--- src/rtl/tmcu_gpio_pkg.sv ---
// Shared constants and edge-mode encoding for the GPIO input/interrupt block.
// Optional debounce is enabled by defining TMCU_GPIO_DEBOUNCE_EN.
package tmcu_gpio_pkg;

  localparam int TMCU_GPIO_WIDTH           = 32;
  localparam int TMCU_GPIO_SYNC_STAGES     = 2;
  localparam int TMCU_GPIO_DEBOUNCE_CYCLES = 16;

  // Register-side edge selection; bit 0 maps to irq_rise, bit 1 to irq_fall.
  typedef enum logic [1:0] {
    EDGE_NONE = 2'b00,
    EDGE_RISE = 2'b01,
    EDGE_FALL = 2'b10,
    EDGE_BOTH = 2'b11
  } edge_mode_e;

  function automatic logic edge_mode_rise(edge_mode_e mode);
    return mode[0];
  endfunction

  function automatic logic edge_mode_fall(edge_mode_e mode);
    return mode[1];
  endfunction

endpackage

--- src/rtl/tmcu_gpio_debounce.sv ---
// One GPIO pin: synchroniser chain plus, when TMCU_GPIO_DEBOUNCE_EN is
// defined, a consecutive-cycle debounce counter and stable-level flop.
module tmcu_gpio_debounce
  import tmcu_gpio_pkg::*;
#(
  parameter int SYNC_STAGES     = TMCU_GPIO_SYNC_STAGES,
  parameter int DEBOUNCE_CYCLES = TMCU_GPIO_DEBOUNCE_CYCLES
) (
  input  logic clk,
  input  logic rst_n,
  input  logic pin_i,
  output logic level_o
);

  logic [SYNC_STAGES-1:0] sync_q;
  logic [SYNC_STAGES-1:0] sync_d;
  logic                   s;

  always_comb begin
    sync_d = {sync_q[SYNC_STAGES-2:0], pin_i};
  end

  always_ff @(posedge clk or negedge rst_n) begin
    if (!rst_n) begin
      sync_q <= '0;
    end else begin
      sync_q <= sync_d;
    end
  end

  assign s = sync_q[SYNC_STAGES-1];

`ifdef TMCU_GPIO_DEBOUNCE_EN
  localparam int               CNT_W   = $clog2(DEBOUNCE_CYCLES) + 1;
  localparam logic [CNT_W-1:0] CNT_MAX = CNT_W'(DEBOUNCE_CYCLES - 1);

  logic [CNT_W-1:0] cnt_q;
  logic [CNT_W-1:0] cnt_d;
  logic             st_q;
  logic             st_d;

  // Any cycle where the synchronised level matches the stable one restarts
  // the count, so only an uninterrupted run of DEBOUNCE_CYCLES is accepted.
  always_comb begin
    cnt_d = '0;
    st_d  = st_q;
    if (s != st_q) begin
      if (cnt_q == CNT_MAX) begin
        st_d = s;
      end else begin
        cnt_d = cnt_q + 1'b1;
      end
    end
  end

  always_ff @(posedge clk or negedge rst_n) begin
    if (!rst_n) begin
      cnt_q <= '0;
      st_q  <= 1'b0;
    end else begin
      cnt_q <= cnt_d;
      st_q  <= st_d;
    end
  end

  assign level_o = st_q;
`else
  logic [31:0] debounce_cfg_unused;
  assign debounce_cfg_unused = DEBOUNCE_CYCLES;

  assign level_o = s;
`endif

endmodule

--- src/rtl/tmcu_gpio_irq.sv ---
// GPIO input view: per-pin sync/debounce, edge detect and sticky W1C status
// driving a single level interrupt. Debounce is built when TMCU_GPIO_DEBOUNCE_EN is defined.
module tmcu_gpio_irq
  import tmcu_gpio_pkg::*;
#(
  parameter int WIDTH           = TMCU_GPIO_WIDTH,
  parameter int SYNC_STAGES     = TMCU_GPIO_SYNC_STAGES,
  parameter int DEBOUNCE_CYCLES = TMCU_GPIO_DEBOUNCE_CYCLES
) (
  input  logic             clk,
  input  logic             rst_n,
  input  logic [WIDTH-1:0] gpio_read,
  input  logic [WIDTH-1:0] irq_en,
  input  logic [WIDTH-1:0] irq_rise,
  input  logic [WIDTH-1:0] irq_fall,
  input  logic [WIDTH-1:0] irq_clr,
  output logic [WIDTH-1:0] gpio_sync,
  output logic [WIDTH-1:0] irq_status,
  output logic             irq_o
);

  logic [WIDTH-1:0] st;
  logic [WIDTH-1:0] prv_q;
  logic [WIDTH-1:0] prv_d;
  logic [WIDTH-1:0] rise;
  logic [WIDTH-1:0] fall;
  logic [WIDTH-1:0] set;
  logic [WIDTH-1:0] irq_status_q;
  logic [WIDTH-1:0] irq_status_d;

  for (genvar i = 0; i < WIDTH; i++) begin : g_pin
    tmcu_gpio_debounce #(
      .SYNC_STAGES     (SYNC_STAGES),
      .DEBOUNCE_CYCLES (DEBOUNCE_CYCLES)
    ) u_pin (
      .clk     (clk),
      .rst_n   (rst_n),
      .pin_i   (gpio_read[i]),
      .level_o (st[i])
    );
  end

  // A new edge in the same cycle as its clear strobe keeps the bit pending.
  always_comb begin
    prv_d        = st;
    rise         = st & ~prv_q;
    fall         = ~st & prv_q;
    set          = irq_en & ((rise & irq_rise) | (fall & irq_fall));
    irq_status_d = set | (irq_status_q & ~irq_clr);
  end

  always_ff @(posedge clk or negedge rst_n) begin
    if (!rst_n) begin
      prv_q        <= '0;
      irq_status_q <= '0;
    end else begin
      prv_q        <= prv_d;
      irq_status_q <= irq_status_d;
    end
  end

  assign gpio_sync  = st;
  assign irq_status = irq_status_q;
  assign irq_o      = |irq_status_q;

endmodule

--- config.mk ---
export PLATFORM = sky130hd
export DESIGN_NAME = tmcu_gpio_irq
export DESIGN_NICKNAME = d
export VERILOG_FILES = /design/src/rtl/tmcu_gpio_pkg.sv /design/src/rtl/tmcu_gpio_debounce.sv /design/src/rtl/tmcu_gpio_irq.sv
export SDC_FILE = /design/constraint.sdc
export NUM_CORES = 1
export LEC_CHECK = 0
export ABC_AREA = 1
export ABC_CLOCK_PERIOD_IN_PS = 2400
export CAP_MARGIN = 25
export CORE_ASPECT_RATIO = 0.5
export CORE_MARGIN = 2
export CORE_UTILIZATION = 44
export CTS_BUF_LIST = sky130_fd_sc_hd__clkbuf_8
export DETAILED_ROUTE_END_ITERATION = 10
export GPL_ROUTABILITY_DRIVEN = 0
export GPL_TIMING_DRIVEN = 0
export PLACE_DENSITY = 0.95
export SLEW_MARGIN = 30
export SYNTH_ARGS = -nofsm -noshare
export SYNTH_HDL_FRONTEND = slang
export SYNTH_SLANG_ARGS = --single-unit
--- constraint.sdc ---
create_clock -name clk -period 2.4 [get_ports clk]
set_input_delay 0.48 -clock clk [delete_from_list [all_inputs] [get_ports clk]]
set_output_delay 0.48 -clock clk [all_outputs]
set_load 0.02 [all_outputs]
# After elaboration in Yosys (flattened, before gate mapping)

Cells that the tools add are included.

Bitwise gates (word level): 11
Reductions and logical operators: 1

Operators by type and width:

| operator            | count |
|---|---|
| AND 32 bit          | 6 |
| NOT 32 bit          | 3 |
| bitwise OR 32 bit   | 2 |
| OR reduction 32 bit | 1 |

Register bits: 128
Input port bits: 162
Output and inout port bits: 65
Logic and storage cells: 46

# Depth between registers and ports, before layout

Depth in word-level cells: 6
Gate-level depth with buffers: 6

# By module

A second synthesis with hierarchy kept.

Cell total of the unflattened synthesis: 355
Area, all modules: 4275.4 um^2

Modules (own cells, without submodules):

| module             | instances | cells an instance | area each (um^2) | sequential area each (um^2) |
|---|---|---|---|---|
| tmcu_gpio_irq      | 1         | 291               | 2673.8           | 1601.5 |
| tmcu_gpio_debounce | 32        | 2                 | 50.0             | 50.0 |

# Worst setup path after synthesis

OpenSTA, ideal clock, no wires.

Kind: flip-flop to output port
From: reg irq_status_q[25] (netlist: irq_status[25])
To: out irq_o
Arrival: 0.934 ns
Data required time: 1.920 ns
Slack: 0.986 ns
Cell stages (with the launch flop): 7
Cells stage by stage: dfrtp_1 -> inv_1 -> nand2_1 -> nor2_1 -> nand2_1 -> nor2_1 -> nand2_1

Longest elaborated chain between the ends: 1

Ends and longest elaborated chain:

| what                   | RTL line            | text |
|---|---|---|
| from (decl)            | tmcu_gpio_irq.sv:28 | `logic [WIDTH-1:0] irq_status_q;` |
| from (signal assigned) | tmcu_gpio_irq.sv:58 | `irq_status_q <= irq_status_d;` |
| OR reduction 32 bit    | tmcu_gpio_irq.sv:64 | `assign irq_o = \|irq_status_q;` |
| to (decl)              | tmcu_gpio_irq.sv:19 | `output logic irq_o` |

Every way passes these cells.

# Final worst setup path

From: reg irq_status_q[8] (netlist: irq_status[8])
To: out irq_o

The elaborated chain is that of the path after synthesis.

==> summary.txt <==
placed cell count = 755
Seq pwr share = 0.476
Clock Skew = 12.06 ps
area of the mapped netlist = 0.004518 sq mm
outcome = finished clean
Net Sw Frac = 0.2505
WP data arrival = 1720 ps
Crit Path Category = flip-flop to primary output
Seq/Total Area, Yosys = 0.7089
Final ANT Viol Nets = 0
Pins Over Slew Limit = 0
first-pass GRT wire length = 20180 um
Die Width = 147.3 um
WL met2 = 7639 um
core footprint = 0.01008 sq mm
ANT cells = 0
clock share of power = 0.361
initial drt markers = 288
most common cell after layout, fill and taps aside = clkdlybuf4s50_1
Final nets = 797
CTS tree = yes
syn nets = 550
clock period minus worst slack = 2199 ps
worst hold path type = flip-flop to flip-flop
Multi-input gate area = 834.6 sq um
final wirelength = 13620 um
Worst-Margin Slew = 392.8 ps
synthesis-to-finish area growth = 63.53%
f_max = 454.7 MHz
Final Cycle Share = 0.9165
peak supply drop = 373.5 uV
Initial DRT Pass Iterations = 4
startpoint type of the worst setup path = flip-flop
# setup viols final = 0
port bufs = 226
Seq. cell area = 0.003203 sq mm
Worst setup EP type = primary output
syn_area_per_cell = 11.64 sq um
Worst EP required = 1920 ps
Power Dens Cells = 679.6 mW/mm^2
Die ar. = 0.01114 sq mm
Top Metal Used = met4
WL met3 = 501 um
internal power = 3.763 mW
endpoints failing hold = 0
TritonCTS Buffers = 17
Layout Cells excl Fill = 788
leakage power = 3.450 nW
GRT Overall Usage = 0.2448
max capacitance violation total = 0
Routed wire per std cell = 17.28 um
RSZ-0062 raised after global routing = no
YS warnings = 0
Routed met1 length = 4812 um
clk root buf = clkbuf_8
# DRC = 0
via count = 3717
Clock Path Buffers = 2
initial core utilization = 0.4480
later-pin clock latency in the skew report = 410 ps
commonest non-fill, non-tap cells in the layout = clkdlybuf4s50_1 (224), dfrtp_1 (128), inv_1 (65)
Detailed Place HPWL = 9833 um
register bit total from synthesis = 128
Layout fillers = 642
fraction of layout cells with a size suffix above 1 = 0.1003
Placement Cell Area = 0.006988 sq mm
Psw = 1.258 mW
vias in the first global route = 4017
Ports = 227
FP Rows = 26
clock-pin slew on the worst setup and hold paths = 70 ps
largest net degree at the start of global routing = 82
synth unique cells = 11
Comb pwr share = 0.163
CP max FO = 2
vias per cell = 4.717
GRT Residual Overflow = 0
Synth Instances = 388
die height = 75.66 um
antenna violations before repair = 0
H-tree depth = 4
clk sinks = 128
Slew HR = 0.7382
post-route cell area = 0.007388 sq mm
-- cell families after synthesis --
kind of cell / count (synthesis) / synth area share
buffers and inverters: 96 / 0.1063
AOI/OAI and AO/OA: 89 / 0.1144
DFF: 128 / 0.7089
and+or+nand+nor: 75 / 0.07034
-- cell usage after synthesis --
| cell type | n | share of area |
|---|---|---|
| nand4_1 | 1 | 0.0014 |
| dfrtp_1 | 128 | 0.71 |
| nand2_1 | 34 | 0.028 |
| o22ai_1 | 5 | 0.0069 |
| nand3_1 | 27 | 0.030 |
| a21o_1 | 26 | 0.043 |
| buf_4 | 32 | 0.053 |
| inv_1 | 64 | 0.053 |
| nor2_1 | 13 | 0.011 |
| a21oi_1 | 5 | 0.0055 |
| o21ai_0 | 53 | 0.059 |
-- metrics by stage --
stage               power, mW  setup slack [ps]    util  hold slack [ps]  setup TNS [ps]
finish                  5.021             200.5  0.7326            345.3               0
global route            5.238             73.10  0.7326            356.1               0
CTS                     5.069             180.0  0.7326            350.3               0
detailed placement      3.231             407.4  0.6929            334.7               0
global placement        3.189             -3967  0.6897            331.7         -506430
floorplan               2.681             986.3       -            184.4               0
-- state kept, by name, summed over array words and instances (netlist names) --
signal,count
irq_status,32
prv_q,32
g_pin.u_pin.sync_q,64
-- critical path: stages (launching register included) --
cell and delay, ps:
dfrtp_1 380, inv_1 80, nand2_1 50, nor2_1 150
nand2_1 90, nor2_1 170, nand2_1 60, dlygate4sd2_1 330
-- final cells by class --
| cell class | count | share of cell area |
|---|---|---|
| clock buffers | 20 | 0.03726 |
| repair buffers | 228 | 0.3118 |
| clock inverters | 12 | 0.01575 |
| inverters | 64 | 0.03251 |
| flip-flops and latches | 128 | 0.4335 |
| well taps | 140 | 0.02371 |
| plain buffers | 32 | 0.03251 |
| multi-input cells | 164 | 0.1130 |
-- routing by layer --
metal,global-route usage,up-vias
met5,0,-
met4,0.1464,0
met3,0.05449,60
met2,0.4642,132
met1,0.2630,1815
li1,-,1710
-- power groups by stage --
stage | Clock (mW) | Combinational [mW] | Sequential [mW]
6_report | 1.81 | 0.818 | 2.39
5_1_grt | 1.96 | 0.873 | 2.41
4_1_cts | 1.86 | 0.822 | 2.39
3_5_place_dp | 0 | 0.807 | 2.42
3_3_place_gp | 0 | 0.776 | 2.41
2_1_floorplan | 0 | 0.209 | 2.47
-- worst paths after layout --
kind	endpoint	depth (start not counted)	startpoint	slack, ps
worst min register to register	g_pin[16].u_pin.sync_q[1]	0	g_pin[16].u_pin.sync_q[0]	350
worst max-delay path	irq_o	7	irq_status[8]	200
worst max register to register	irq_status[18]	3	g_pin[18].u_pin.sync_q[1]	1430
max in group asynchronous	prv_q[21]	3	rst_n	1140
min in group asynchronous	g_pin[0].u_pin.sync_q[0]	2	rst_n	560
worst min-delay path	g_pin[16].u_pin.sync_q[1]	0	g_pin[16].u_pin.sync_q[0]	350
-- what timing repair did --
item,4_1_cts,5_1_grt
endpoints found under the hold margin,47,0
resized for setup,1,0
setup endpoints to repair,1,0
hold buffers,1,0
buffers inserted,0,0
Note: power is estimated with default switching activity, not from simulation.
